File: config.mk
export PLATFORM = sky130hd
export DESIGN_NAME = pair_triple_event_counter
export DESIGN_NICKNAME = d
export VERILOG_FILES = /design/src/rtl/pair_triple_event_counter_pkg.sv /design/src/rtl/pair_triple_qualifier.sv /design/src/rtl/pair_triple_event_counter.sv
export SDC_FILE = /design/constraint.sdc
export NUM_CORES = 1
export LEC_CHECK = 0
export ABC_AREA = 1
export BUFFER_PORTS_ARGS = -buffer_cell sky130_fd_sc_hd__buf_2
export CAP_MARGIN = 20
export CORE_AREA = 2 2 48 50
export DETAILED_ROUTE_END_ITERATION = 10
export DIE_AREA = 0 0 50 52
export PLACE_DENSITY = 0.68
export SLEW_MARGIN = 10
export SYNTH_ARGS = -nofsm -noshare
export SYNTH_HDL_FRONTEND = slang
export SYNTH_HIERARCHICAL = 1
export SYNTH_SLANG_ARGS = --single-unit
File: constraint.sdc
create_clock -name clk_i -period 1.98 [get_ports clk_i]
set_clock_uncertainty 0.1 [all_clocks]
set_input_delay 0.099 -clock clk_i [delete_from_list [all_inputs] [get_ports clk_i]]
set_output_delay 0.099 -clock clk_i [all_outputs]
set_load 0.005 [all_outputs]
File: src/rtl/pair_triple_event_counter_pkg.sv
// Shared definitions for the pair/triple event counter: qualifier FSM
// state encodings, run counter width and default parameter values.
package pair_triple_event_counter_pkg;

    // Qualifier FSM states. Encoding 2'd3 is unused and recovers to IDLE.
    typedef enum logic [1:0] {
        ST_IDLE = 2'd0,
        ST_RUN  = 2'd1,
        ST_HOLD = 2'd2
    } qual_state_e;

    // Run counter must hold values up to the largest legal p_min_high (15).
    localparam int unsigned RUN_NBITS = 4;

    // Default parameter values.
    localparam int unsigned DEF_COUNT_NBITS = 8;
    localparam int unsigned DEF_MIN_HIGH    = 2;
    localparam int unsigned DEF_THRESH      = 10;

    // True when one more consecutive high sample completes the run.
    function automatic logic run_complete(input logic [RUN_NBITS-1:0] run_next,
                                          input logic [RUN_NBITS-1:0] min_high);
        return (run_next == min_high);
    endfunction

endpackage

File: src/rtl/pair_triple_qualifier.sv
// Debounce FSM for the detector output. Counts consecutive valid high
// samples (det_val=0 cycles neither advance nor break a run) and flags the
// sample that completes a run of p_min_high highs. qual_o is asserted
// combinationally during the qualifying sample; the top registers it.
module pair_triple_qualifier
    import pair_triple_event_counter_pkg::*;
#(
    parameter int unsigned p_min_high = DEF_MIN_HIGH
) (
    input  logic clk_i,
    input  logic rst_i,
    input  logic det_i,
    input  logic det_val_i,
    output logic qual_o
);

    localparam logic [RUN_NBITS-1:0] MIN_HIGH_C = RUN_NBITS'(p_min_high);
    localparam logic [RUN_NBITS-1:0] RUN_ONE_C  = 4'd1;
    localparam logic [RUN_NBITS-1:0] RUN_ZERO_C = 4'd0;

    qual_state_e            state_q, state_d;
    logic [RUN_NBITS-1:0]   run_q, run_d;
    logic [RUN_NBITS-1:0]   run_inc_s;

    // State and run counter registers with synchronous reset.
    always_ff @(posedge clk_i) begin
        if (rst_i) begin
            state_q <= ST_IDLE;
            run_q   <= RUN_ZERO_C;
        end else begin
            state_q <= state_d;
            run_q   <= run_d;
        end
    end

    // Next-state, run counter update and qualifying-sample strobe.
    always_comb begin
        state_d   = state_q;
        run_d     = run_q;
        qual_o    = 1'b0;
        run_inc_s = run_q + RUN_ONE_C;
        case (state_q)
            ST_IDLE: begin
                if (det_val_i && det_i) begin
                    if (MIN_HIGH_C == RUN_ONE_C) begin
                        qual_o  = 1'b1;
                        run_d   = RUN_ZERO_C;
                        state_d = ST_HOLD;
                    end else begin
                        run_d   = RUN_ONE_C;
                        state_d = ST_RUN;
                    end
                end else begin
                    state_d = ST_IDLE;
                end
            end
            ST_RUN: begin
                if (det_val_i && det_i) begin
                    if (run_complete(run_inc_s, MIN_HIGH_C)) begin
                        qual_o  = 1'b1;
                        run_d   = RUN_ZERO_C;
                        state_d = ST_HOLD;
                    end else begin
                        run_d   = run_inc_s;
                    end
                end else if (det_val_i) begin
                    run_d   = RUN_ZERO_C;
                    state_d = ST_IDLE;
                end else begin
                    state_d = ST_RUN;
                end
            end
            ST_HOLD: begin
                // A continuous high yields one event; wait for a valid low.
                if (det_val_i && !det_i) begin
                    state_d = ST_IDLE;
                end else begin
                    state_d = ST_HOLD;
                end
            end
            default: begin
                state_d = ST_IDLE;
                run_d   = RUN_ZERO_C;
            end
        endcase
    end

endmodule

File: src/rtl/pair_triple_event_counter.sv
// Pair/triple event counter: debounces the detector output, counts each
// qualified assertion and raises a sticky alarm at a programmable threshold.
// Optional build macro PAIR_TRIPLE_COUNTER_SAT_EN: when defined the count
// saturates at its maximum; otherwise it wraps to zero (alarm stays set).
module pair_triple_event_counter
    import pair_triple_event_counter_pkg::*;
#(
    parameter int unsigned p_count_nbits = DEF_COUNT_NBITS,
    parameter int unsigned p_min_high    = DEF_MIN_HIGH,
    parameter int unsigned p_thresh      = DEF_THRESH
) (
    input  logic                     clk_i,
    input  logic                     rst_i,
    input  logic                     det_i,
    input  logic                     det_val_i,
    input  logic                     clear_i,
    output logic                     event_o,
    output logic [p_count_nbits-1:0] count_o,
    output logic                     alarm_o
);

    localparam logic [p_count_nbits-1:0] CNT_ZERO_C = {p_count_nbits{1'b0}};
    localparam logic [p_count_nbits-1:0] CNT_ONE_C  = {{(p_count_nbits-1){1'b0}}, 1'b1};
    localparam logic [p_count_nbits-1:0] CNT_MAX_C  = {p_count_nbits{1'b1}};
    localparam logic [p_count_nbits-1:0] THRESH_C   = p_count_nbits'(p_thresh);

    logic                     qual_s;
    logic [p_count_nbits-1:0] count_inc_s;
    logic                     event_q, event_d;
    logic [p_count_nbits-1:0] count_q, count_d;
    logic                     alarm_q, alarm_d;

    pair_triple_qualifier #(
        .p_min_high (p_min_high)
    ) u_qualifier (
        .clk_i     (clk_i),
        .rst_i     (rst_i),
        .det_i     (det_i),
        .det_val_i (det_val_i),
        .qual_o    (qual_s)
    );

    // Next count, event and alarm; clear beats a simultaneous increment.
    always_comb begin
        count_inc_s = count_q + CNT_ONE_C;
`ifdef PAIR_TRIPLE_COUNTER_SAT_EN
        if (count_q == CNT_MAX_C) begin
            count_inc_s = CNT_MAX_C;
        end else begin
            count_inc_s = count_q + CNT_ONE_C;
        end
`endif
        event_d = qual_s;
        count_d = count_q;
        alarm_d = alarm_q;
        if (clear_i) begin
            count_d = CNT_ZERO_C;
            alarm_d = 1'b0;
        end else if (qual_s) begin
            count_d = count_inc_s;
            alarm_d = alarm_q | (count_inc_s >= THRESH_C);
        end else begin
            count_d = count_q;
            alarm_d = alarm_q;
        end
    end

    // Output registers; reset overrides clear and any pending event.
    always_ff @(posedge clk_i) begin
        if (rst_i) begin
            event_q <= 1'b0;
            count_q <= CNT_ZERO_C;
            alarm_q <= 1'b0;
        end else begin
            event_q <= event_d;
            count_q <= count_d;
            alarm_q <= alarm_d;
        end
    end

    assign event_o = event_q;
    assign count_o = count_q;
    assign alarm_o = alarm_q;

endmodule

==> results.md, run 1 <==
- Ranking of synthesized cells by area: dfxtp_1 33%, inv_1 10%, nand2_1 9.2%
- Register Area: 322 um^2
- Post-CTS setup buffer count: 0
- Avg Cell Area, Syn: 7.13 um^2
- Input/output buffers: 14
- Largest net degree at the start of global routing: 12
- Sw power: approximately 0.14 mW
- GRT Overall Usage: 0.163
- Ys async rst share: 0
- Comb power frac: 0.103
- Met3 WL post-DR: 80 um
- Post-route ant nets: 0
- Final WS setup: 202 ps
- Cell variety after synth: 29
- Core Rows: 17
- Gate Count Post-Synth: 138
- Drt first pass iters: 6
- Post-place setup slack: 60.9 ps
- Worst Hold Path Cells: 4
- Pleak: 0.548 nW
- First-pass GRT wire length: between 3 and 4 mm
- Ys flop type: dfxtp_1
- Crit. End Element: register
- Final #Nets: 167
- Met1 WL: 905 um
- Total Power: about 0.56 mW
- N_diodes: 0
- Worst hold path class: input pin to register
- Core ar.: 0.00211 mm^2
- Vias in the first global route: 794
- Routability cong.: 0.809
- Worst-path maximum fanout: 11
- CTS sink cnt: 16
- Number of buffers created by CTS: 3
- Slew Viols, Final: 0
- Die height: 52 um
- Max frequency: 562 MHz
- Critical path class: register to register
- Flop pwr share: 0.592
- Cell area after synthesis: approximately 980 um^2
- Clk slew on worst S/H paths: 90 ps
- Chip width: 50 um
- CTS HTree Levels: 1
- Antenna violations before repair: 0
- Max-slew headroom: 0.750
- Layout cells sized above 1: 0.244
- Hold wc startpoint: det_val_i
- Post-layout min period: 1780 ps
- Root buf cell: clkbuf_4
- Final Core Density: 0.537
- Post-synth EDFFs: 0
- Post-Route WL: 1.86 mm
- Critical Path RT: 2110 ps
- Filler cell count: approximately 200
- Met2 routed WL: 855 um
- Synth top area share: 0.326
- Clock group share of total power: 0.305
- Switching share of power: 0.253
- TritonCTS clock tree: yes
- Total number of vias: 880
- Outcome: finished clean
- Post-route DRC violation count: 0
- Drt wl/cell: 10.1 um
- GRT Residual Overflow: 0
- Int Pwr: 0.419 mW
- Initial drt markers: 18
- Commonest cells after routing, fill and taps aside: 26 x inv_1, 24 x nand2_1, 15 x dfxtp_1
- Tcrit/Tclk final: 0.898
- WHS Endpoint: u_qualifier/state_q[0]
- Die ar.: around 0.0026 mm^2
- Worst setup SP type: register
- YS warnings: 6
- Starting Density: 0.467
- Crit path DAT: 1910 ps
- Worst-Margin Slew: 374 ps
- Flops & latches, synth: 16
- Synthesis-to-finish area growth: 15.0%
- Vias/cell: approximately 4.8
- Total negative slack: 0 ps
- Power density over cell area: 496 mW/mm^2
- RSZ-0062 raised after global routing: no
- Top sig layer: met4
- Reg2Reg Setup Slack: just over 200 ps
- Syn Nets: 147
- Post-place instance area: 0.00108 mm^2
- Multi-input gate area: 542 um^2
- RR Startpoint: u_qualifier/run_q[1]
- Max_cap viols: 0
- Worst-case clock buffer depth: 2
- Most common cell after layout, fill and taps aside: inv_1
- Setup Viol. Count Final: 0
- Reg-to-reg critical path endpoint: count_o[7]
- I/O pin total: 15
- Design area: 0.00113 mm^2
- Largest area contributor in the netlist: dfxtp_1
- Peak supply drop: 0.333 mV
- DP HPWL: 1.41 mm
- Worst skew pair latency: around 280 ps
- Fin. Hold Viols: 0
- Register area share after synthesis: 0.326
- Worst reg2reg path depth: 11
## synthesized netlist by cell type, types with 2 or more instances
| cell | count |
|---|---|
| inv_1 | 27 |
| o21ai_0 | 7 |
| a21oi_1 | 11 |
| nand2_1 | 24 |
| nand3_1 | 9 |
| a21oi_2 | 2 |
| nor2_4 | 2 |
| nor2_1 | 9 |
| dfxtp_1 | 16 |
| ha_1 | 4 |
| xnor2_1 | 2 |
| xor2_1 | 2 |
| nand2_2 | 6 |
| nand3_2 | 2 |
## what timing repair did
action / 4_1_cts / 5_1_grt
hold buffers: 2 / 0
hold endpoints to repair: 6 / 0
gates resized for setup: 1 / 2
setup endpoints to repair: 1 / 9
pin swaps: 0 / 0
## critical path: stages, from the launching register on
cell,delay (ps)
dfxtp_1,410
ha_1,210
inv_1,50
nand2_1,60
nand2_2,70
nor2_4,90
nand2_2,90
nor3_2,210
inv_2,140
a21oi_1,150
o21ai_0,100
inv_1,60
## state kept, by name (all words and copies together), names as in the netlist
register	count
u_qualifier/run_q	4
u_qualifier/state_q	2
count_o	8
event_o	1
alarm_o	1
## worst max path at each step
stage	end	from	cells past startpoint	slack, ps
6_report	count_o[7]	u_qualifier/run_q[1]	11	200
5_1_grt	count_o[6]	u_qualifier/run_q[1]	10	10
4_1_cts	count_o[7]	u_qualifier/run_q[0]	10	30
3_5_place_dp	count_o[7]	u_qualifier/run_q[0]	10	60
3_3_place_gp	count_o[7]	u_qualifier/run_q[0]	10	230
2_1_floorplan	count_o[3]	u_qualifier/run_q[0]	12	200
## metal layers
| metal | vias up | global-route usage |
|---|---|---|
| met5 | - | 0 |
| met4 | 0 | 0.0833 |
| met3 | 2 | 0.0287 |
| met2 | 17 | 0.254 |
| met1 | 394 | 0.215 |
| li1 | 467 | - |
## power by group through the flow
stage          clock network [mW]  registers [mW]  logic, mW
6_report                    0.171           0.332     0.0580
4_1_cts                     0.178           0.332     0.0571
2_1_floorplan                   0           0.338     0.0392
3_5_place_dp                    0           0.339     0.0537
5_1_grt                     0.191           0.333     0.0666
3_3_place_gp                    0           0.338     0.0530
## through the flow
| stage | hold WS [ps] | cells |
|---|---|---|
| floorplan | 61.4 | 138 |
| global placement | 279 | 179 |
| detailed placement | 288 | 179 |
| CTS | 42.9 | 184 |
| global route | 81.5 | 184 |
| finish | 58.8 | 184 |
## kinds of logic after synthesis
family	synth area share
simple gates	0.323
buf+inv	0.128
compound gates	0.136
flops	0.326
xor+xnor	0.0356
fa+ha+maj	0.0509
## layout make-up
type | count | area share
well taps | 28 | 0.0310
flip-flops and latches | 16 | 0.284
clock buffers | 3 | 0.0199
multi-input cells | 91 | 0.479
inverters | 28 | 0.0929
repair buffers | 18 | 0.0929
Power figures use the tool's default switching activity.
==> run 2, diff against run 1 <==
CTS_CLUSTER_SIZE = 40   (was unset)
PLACE_DENSITY = 0.66   (was 0.68)
==> run 2 against run 1 <==
Net effect:
- cell count increased by 0.54%
- critical path depth decreased by 1
- combinational power decreased by 2%
- total power increased by 10%
- setup slack improved by 29 ps
- sequential power about the same
- global-route usage about the same
- clock power increased by 33%
- die area unchanged
- sequential share of layout area decreased by 0.42 points
- fmax increased by 1.7%
- critical path type unchanged
- largest cell class unchanged
- highest routed layer unchanged
==> results.md, run 2 (same netlist as run 1, synthesis figures left out) <==
- Dpl cells: 179
- First-pass GRT wire length: 3.25 mm
- Cell Chain, Critical Path: ha_1 > inv_1 > nand2_1 > nand2_2 > nor2_4 > nand2_2 > nor3_2 > inv_2 > o21ai_0 > inv_1
- Post-route DRC violation count: 0
- Crit path DAT: about 1900 ps
- Root buf cell: clkbuf_4
- Final #Nets: 167
- Synthesis-to-finish area growth: 16.3%
- Tcrit/Tclk final: 0.883
- Post-route ant nets: 0
- Vias/cell: 4.74
- Post-layout min period: 1750 ps
- Outcome: finished clean
- Max reg flops: 8
- Slew Viols, Final: 0
- Worst setup SP type: register
- Drt wl/cell: ~9.8 um
- Largest net degree at the start of global routing: 12
- GRT Residual Overflow: 0
- Post-CTS setup buffer count: 0
- Die ar.: ~0.0026 mm^2
- TritonCTS clock tree: yes
- Drt first pass iters: 4
- Power density over cell area: ~540 mW/mm^2
- Commonest cells after routing, fill and taps aside: 26 x inv_1, 24 x nand2_1, 16 x dfxtp_1
- GRT Overall Usage: 0.163
- Worst-Margin Slew: around 370 ps
- Die height: 52 um
- Number of buffers created by CTS: 3
- CTS sink cnt: 16
- Crit. End Element: register
- CTS HTree Levels: 1
- Initial drt markers: 25
- Peak supply drop: 0.405 mV
- Slowest stage delay, CP: approximately 440 ps
- DP HPWL: 1.35 mm
- Max frequency: 572 MHz
- Worst-path maximum fanout: 11
- Total number of vias: about 880
- Most common cell after layout, fill and taps aside: inv_1
- Fin. Hold Viols: 0
- Kind of cell adding the most delay to the critical path: simple AND/OR/NAND/NOR gates
- Total negative slack: 0 ps
- Worst path slowest cell: dfxtp_1
- Starting Density: 0.467
- Worst-case clock buffer depth: 2
- Worst skew pair latency: approximately 300 ps
- N_diodes: 0
- Crit path buf inv count: 3
- Max-slew headroom: 0.752
- I/O pin total: 15
- Vias in the first global route: ~800
- Layout cells sized above 1: 0.242
- Setup Viol. Count Final: 0
- Core Rows: 17
- RSZ-0062 raised after global routing: no
- Worst hold path class: input pin to register
- Antenna violations before repair: 0
- Critical Path RT: 2080 ps
- Chip width: 50 um
- Post-Route WL: 1.81 mm
- Input/output buffers: 14
- Critical path class: register to register
- Max_cap viols: 0
- Reg2Reg Setup Slack: about 230 ps
- Core ar.: 0.00211 mm^2
- Routability cong.: ~0.80
- Clk slew on worst S/H paths: 100 ps
- Non-Filler Instances: 185
- Pleak: 0.554 nW
## run 2: cell count changes in the layout (fill, tap and decap cells not counted), sizes merged
cell | before | now
clkbuf | 3 | 4
## run 2: layout make-up
class,count,area [um^2]
clock buffer,4,36.3
timing repair buffer,18,105
sequential,16,320
inverter,28,105
multi-input combinational,91,542
tap,28,35.0
fill,203,962
## run 2: what timing repair did
item | in CTS | in global routing
endpoints found under the hold margin | 9 | 0
gates resized for setup | 0 | 2
hold buffers | 2 | 0
setup endpoints to repair | 0 | 5
## run 2: report_power, final
part,switching [mW],internal [mW],leakage (nW)
sequential,0.00516,0.326,0.129
combinational,0.0354,0.0217,0.404
clock,0.116,0.112,0.0210
## run 2: worst min-delay path, stage by stage
cell and delay [ps]:
buf_2 100, inv_1 50, nand2_1 50, a31oi_1 80
## run 2: stage by stage
step / setup WS, ps / area (um^2) / util / power, mW / hold slack [ps]
2_1_floorplan: 204 / 983 / - / 0.377 / 61.4
3_3_place_gp: 225 / 1080 / 0.514 / 0.391 / 280
3_5_place_dp: 78.4 / 1080 / 0.514 / 0.392 / 289
4_1_cts: 64.8 / 1140 / 0.541 / 0.619 / 28.4
5_1_grt: 79.9 / 1140 / 0.543 / 0.649 / 85.9
6_report: 231 / 1140 / 0.543 / 0.617 / 28.4
## run 2: final timing paths
kind,startpoint,endpoint,cells after the start
min reg2reg,alarm_o,alarm_o,2
max,u_qualifier/run_q[0],count_o[4],10
max reg2reg,u_qualifier/run_q[0],count_o[4],10
min,det_val_i,u_qualifier/state_q[0],4
## run 2: routing by layer
layer / global-route usage / vias up / share of wire
met4: 0.0833 / 0 / 0.022
met3: 0.0172 / 5 / 0.028
met2: 0.246 / 13 / 0.43
li1: - / 469 / -
met5: 0 / - / 0
met1: 0.229 / 390 / 0.52
==> run 3, diff against run 2 <==
SETUP_SLACK_MARGIN = 0.5   (was unset)
==> run 3 against run 2 <==
Net effect:
- fmax increased by 9.2%
- global-route usage increased by 1.2 points
- routed wire length increased by 6.5%
- sequential share of layout area decreased by 1.5 points
- sequential cell count unchanged
- via count increased by 3.6%
- sequential power about the same
- largest cell class unchanged
- cell count increased by 2.2%
- non-clock buffer count increased by 4
- utilization increased by 4.8 points
- die area unchanged
==> results.md, run 3 (same netlist as run 1, synthesis figures left out) <==
- Max-slew headroom: 0.805
- Max reg flops: 8
- RSZ-0062 raised after global routing: yes
- DP HPWL: 1.45 mm
- Hold slack final: 48.4 ps
- Slew Viols, Final: 0
- N_diodes: 0
- Worst reg2reg path depth: 11
- GRT Residual Overflow: 0
- Worst Hold Path Cells: 4
- Largest net degree at the start of global routing: 12
- Design area: 0.00124 mm^2
- Number of buffers created by CTS: 3
- Non-Filler Instances: 189
- Fin. Hold Viols: 0
- Vias in the first global route: 804
- Clock group share of total power: 0.301
- Reg2Reg Setup Slack: 380 ps
- Register Area: 330 um^2
- Initial drt markers: 9
- Worst hold path class: input pin to register
- Root buf cell: clkbuf_4
- Switching share of power: 0.254
- Worst-path maximum fanout: 6
- Total negative slack: 0 ps
- Post-layout min period: 1600 ps
- Post-route ant nets: 0
- Peak supply drop: 0.308 mV
- Post-Route WL: 1.92 mm
- RR Startpoint: u_qualifier/run_q[1]
- Core Rows: 17
- Max_cap viols: 0
- Crit. End Element: register
- Post-place instance area: approximately 0.0011 mm^2
- Power density over cell area: 460 mW/mm^2
- Routability cong.: 0.760
- Vias/cell: 4.81
- I/O pin total: 15
- Hold wc startpoint: det_val_i
- Setup Viol. Count Final: 0
- Die ar.: roughly 0.0026 mm^2
- Drt wl/cell: 10.2 um
- Final #Nets: 171
- Most common cell after layout, fill and taps aside: inv_1
- Tcrit/Tclk final: 0.809
- Worst skew pair latency: 280 ps
- Post-route DRC violation count: 0
- Crit path from: u_qualifier/run_q[1]
- CTS sink cnt: 16
- Outcome: finished clean
- Sw power: 0.145 mW
- Crit path DAT: 1680 ps
- Layout cells sized above 1: 0.342
- Filler cell count: 198
- CTS HTree Levels: 1
- Total number of vias: 909
- Synthesis-to-finish area growth: 26.6%
- Drt first pass iters: 2
- TritonCTS clock tree: yes
- Multi-input gate area: 607 um^2
- Die height: 52 um
- Worst setup SP type: register
- Flop pwr share: 0.577
- Worst-Margin Slew: about 290 ps
- First-pass GRT wire length: about 3.5 mm
- Max frequency: about 620 MHz
- Int Pwr: 0.427 mW
- Critical Path RT: 2060 ps
- Pleak: roughly 0.60 nW
- Clk slew on worst S/H paths: 90 ps
- Antenna violations before repair: 0
- Core ar.: 0.00211 mm^2
- Worst-case clock buffer depth: 2
- Critical path class: register to register
- WHS Endpoint: u_qualifier/state_q[0]
- Input/output buffers: 14
- Reg-to-reg critical path endpoint: count_o[2]
- Commonest cells after routing, fill and taps aside: 25 x inv_1, 20 x nand2_1, 14 x buf_2
- Starting Density: 0.467
- Chip width: around 50 um
- GRT Overall Usage: 0.175
- Comb power frac: 0.122
- Dpl cells: 179
## run 3: cell types whose count changed in the layout (fill, tap and decap cells not counted), sizes merged
cell,change
clkinv,+1
buf,+4
clkbuf,-1
## run 3: final cells by class
| type | instances | area share |
|---|---|---|
| inverter | 28 | 0.0864 |
| clock inverter | 1 | 0.00302 |
| multi-input combinational | 91 | 0.487 |
| sequential | 16 | 0.265 |
| tap | 28 | 0.0281 |
| timing repair buffer | 22 | 0.112 |
| clock buffer | 3 | 0.0181 |
## run 3: metrics by stage
step                      power (mW)  worst slack [ps]  utilization
after global placement         0.392               362        0.526
after CTS                      0.581               340        0.575
final                          0.573               378        0.591
after global routing           0.607               267        0.591
after floorplan                0.378               333            -
after detailed placement       0.393               337        0.526
## run 3: worst max path at each step
stage                            end  slack [ps]  cells after the start
final                     count_o[2]         380                     11
after global routing      count_o[3]         270                     11
after CTS                 count_o[7]         340                     11
after detailed placement  count_o[7]         340                     10
after global placement    count_o[2]         360                     10
after floorplan           count_o[3]         330                     11
## run 3: timing repair
action | CTS | global route
pin swaps | 2 | 2
endpoints found under the hold margin | 6 | 0
setup endpoints to repair | 10 | 11
gates resized for setup | 11 | 6
hold buffers | 2 | 0
setup buffers | 3 | 1
## run 3: power groups by stage
stage / logic [mW] / registers, mW / clock network [mW]
2_1_floorplan: 0.0401 / 0.338 / 0
3_3_place_gp: 0.0541 / 0.338 / 0
3_5_place_dp: 0.0547 / 0.339 / 0
4_1_cts: 0.0671 / 0.331 / 0.183
5_1_grt: 0.0781 / 0.332 / 0.198
6_report: 0.0698 / 0.331 / 0.172
## run 3: metal layers
| metal | share of wire | GRT usage |
|---|---|---|
| met5 | 0 | 0 |
| met1 | 0.50 | 0.235 |
| met3 | 0.025 | 0.0259 |
| met4 | 0.0088 | 0.0694 |
| met2 | 0.47 | 0.281 |
## run 3: critical path, stage by stage, from the launching register on
cell,delay [ps]
dfxtp_4,390
ha_4,140
inv_2,30
nand2_2,50
nand2_2,70
nor2_4,110
nand2_4,60
nor3_4,190
buf_6,170
nand2_2,50
o211ai_1,80
inv_1,60
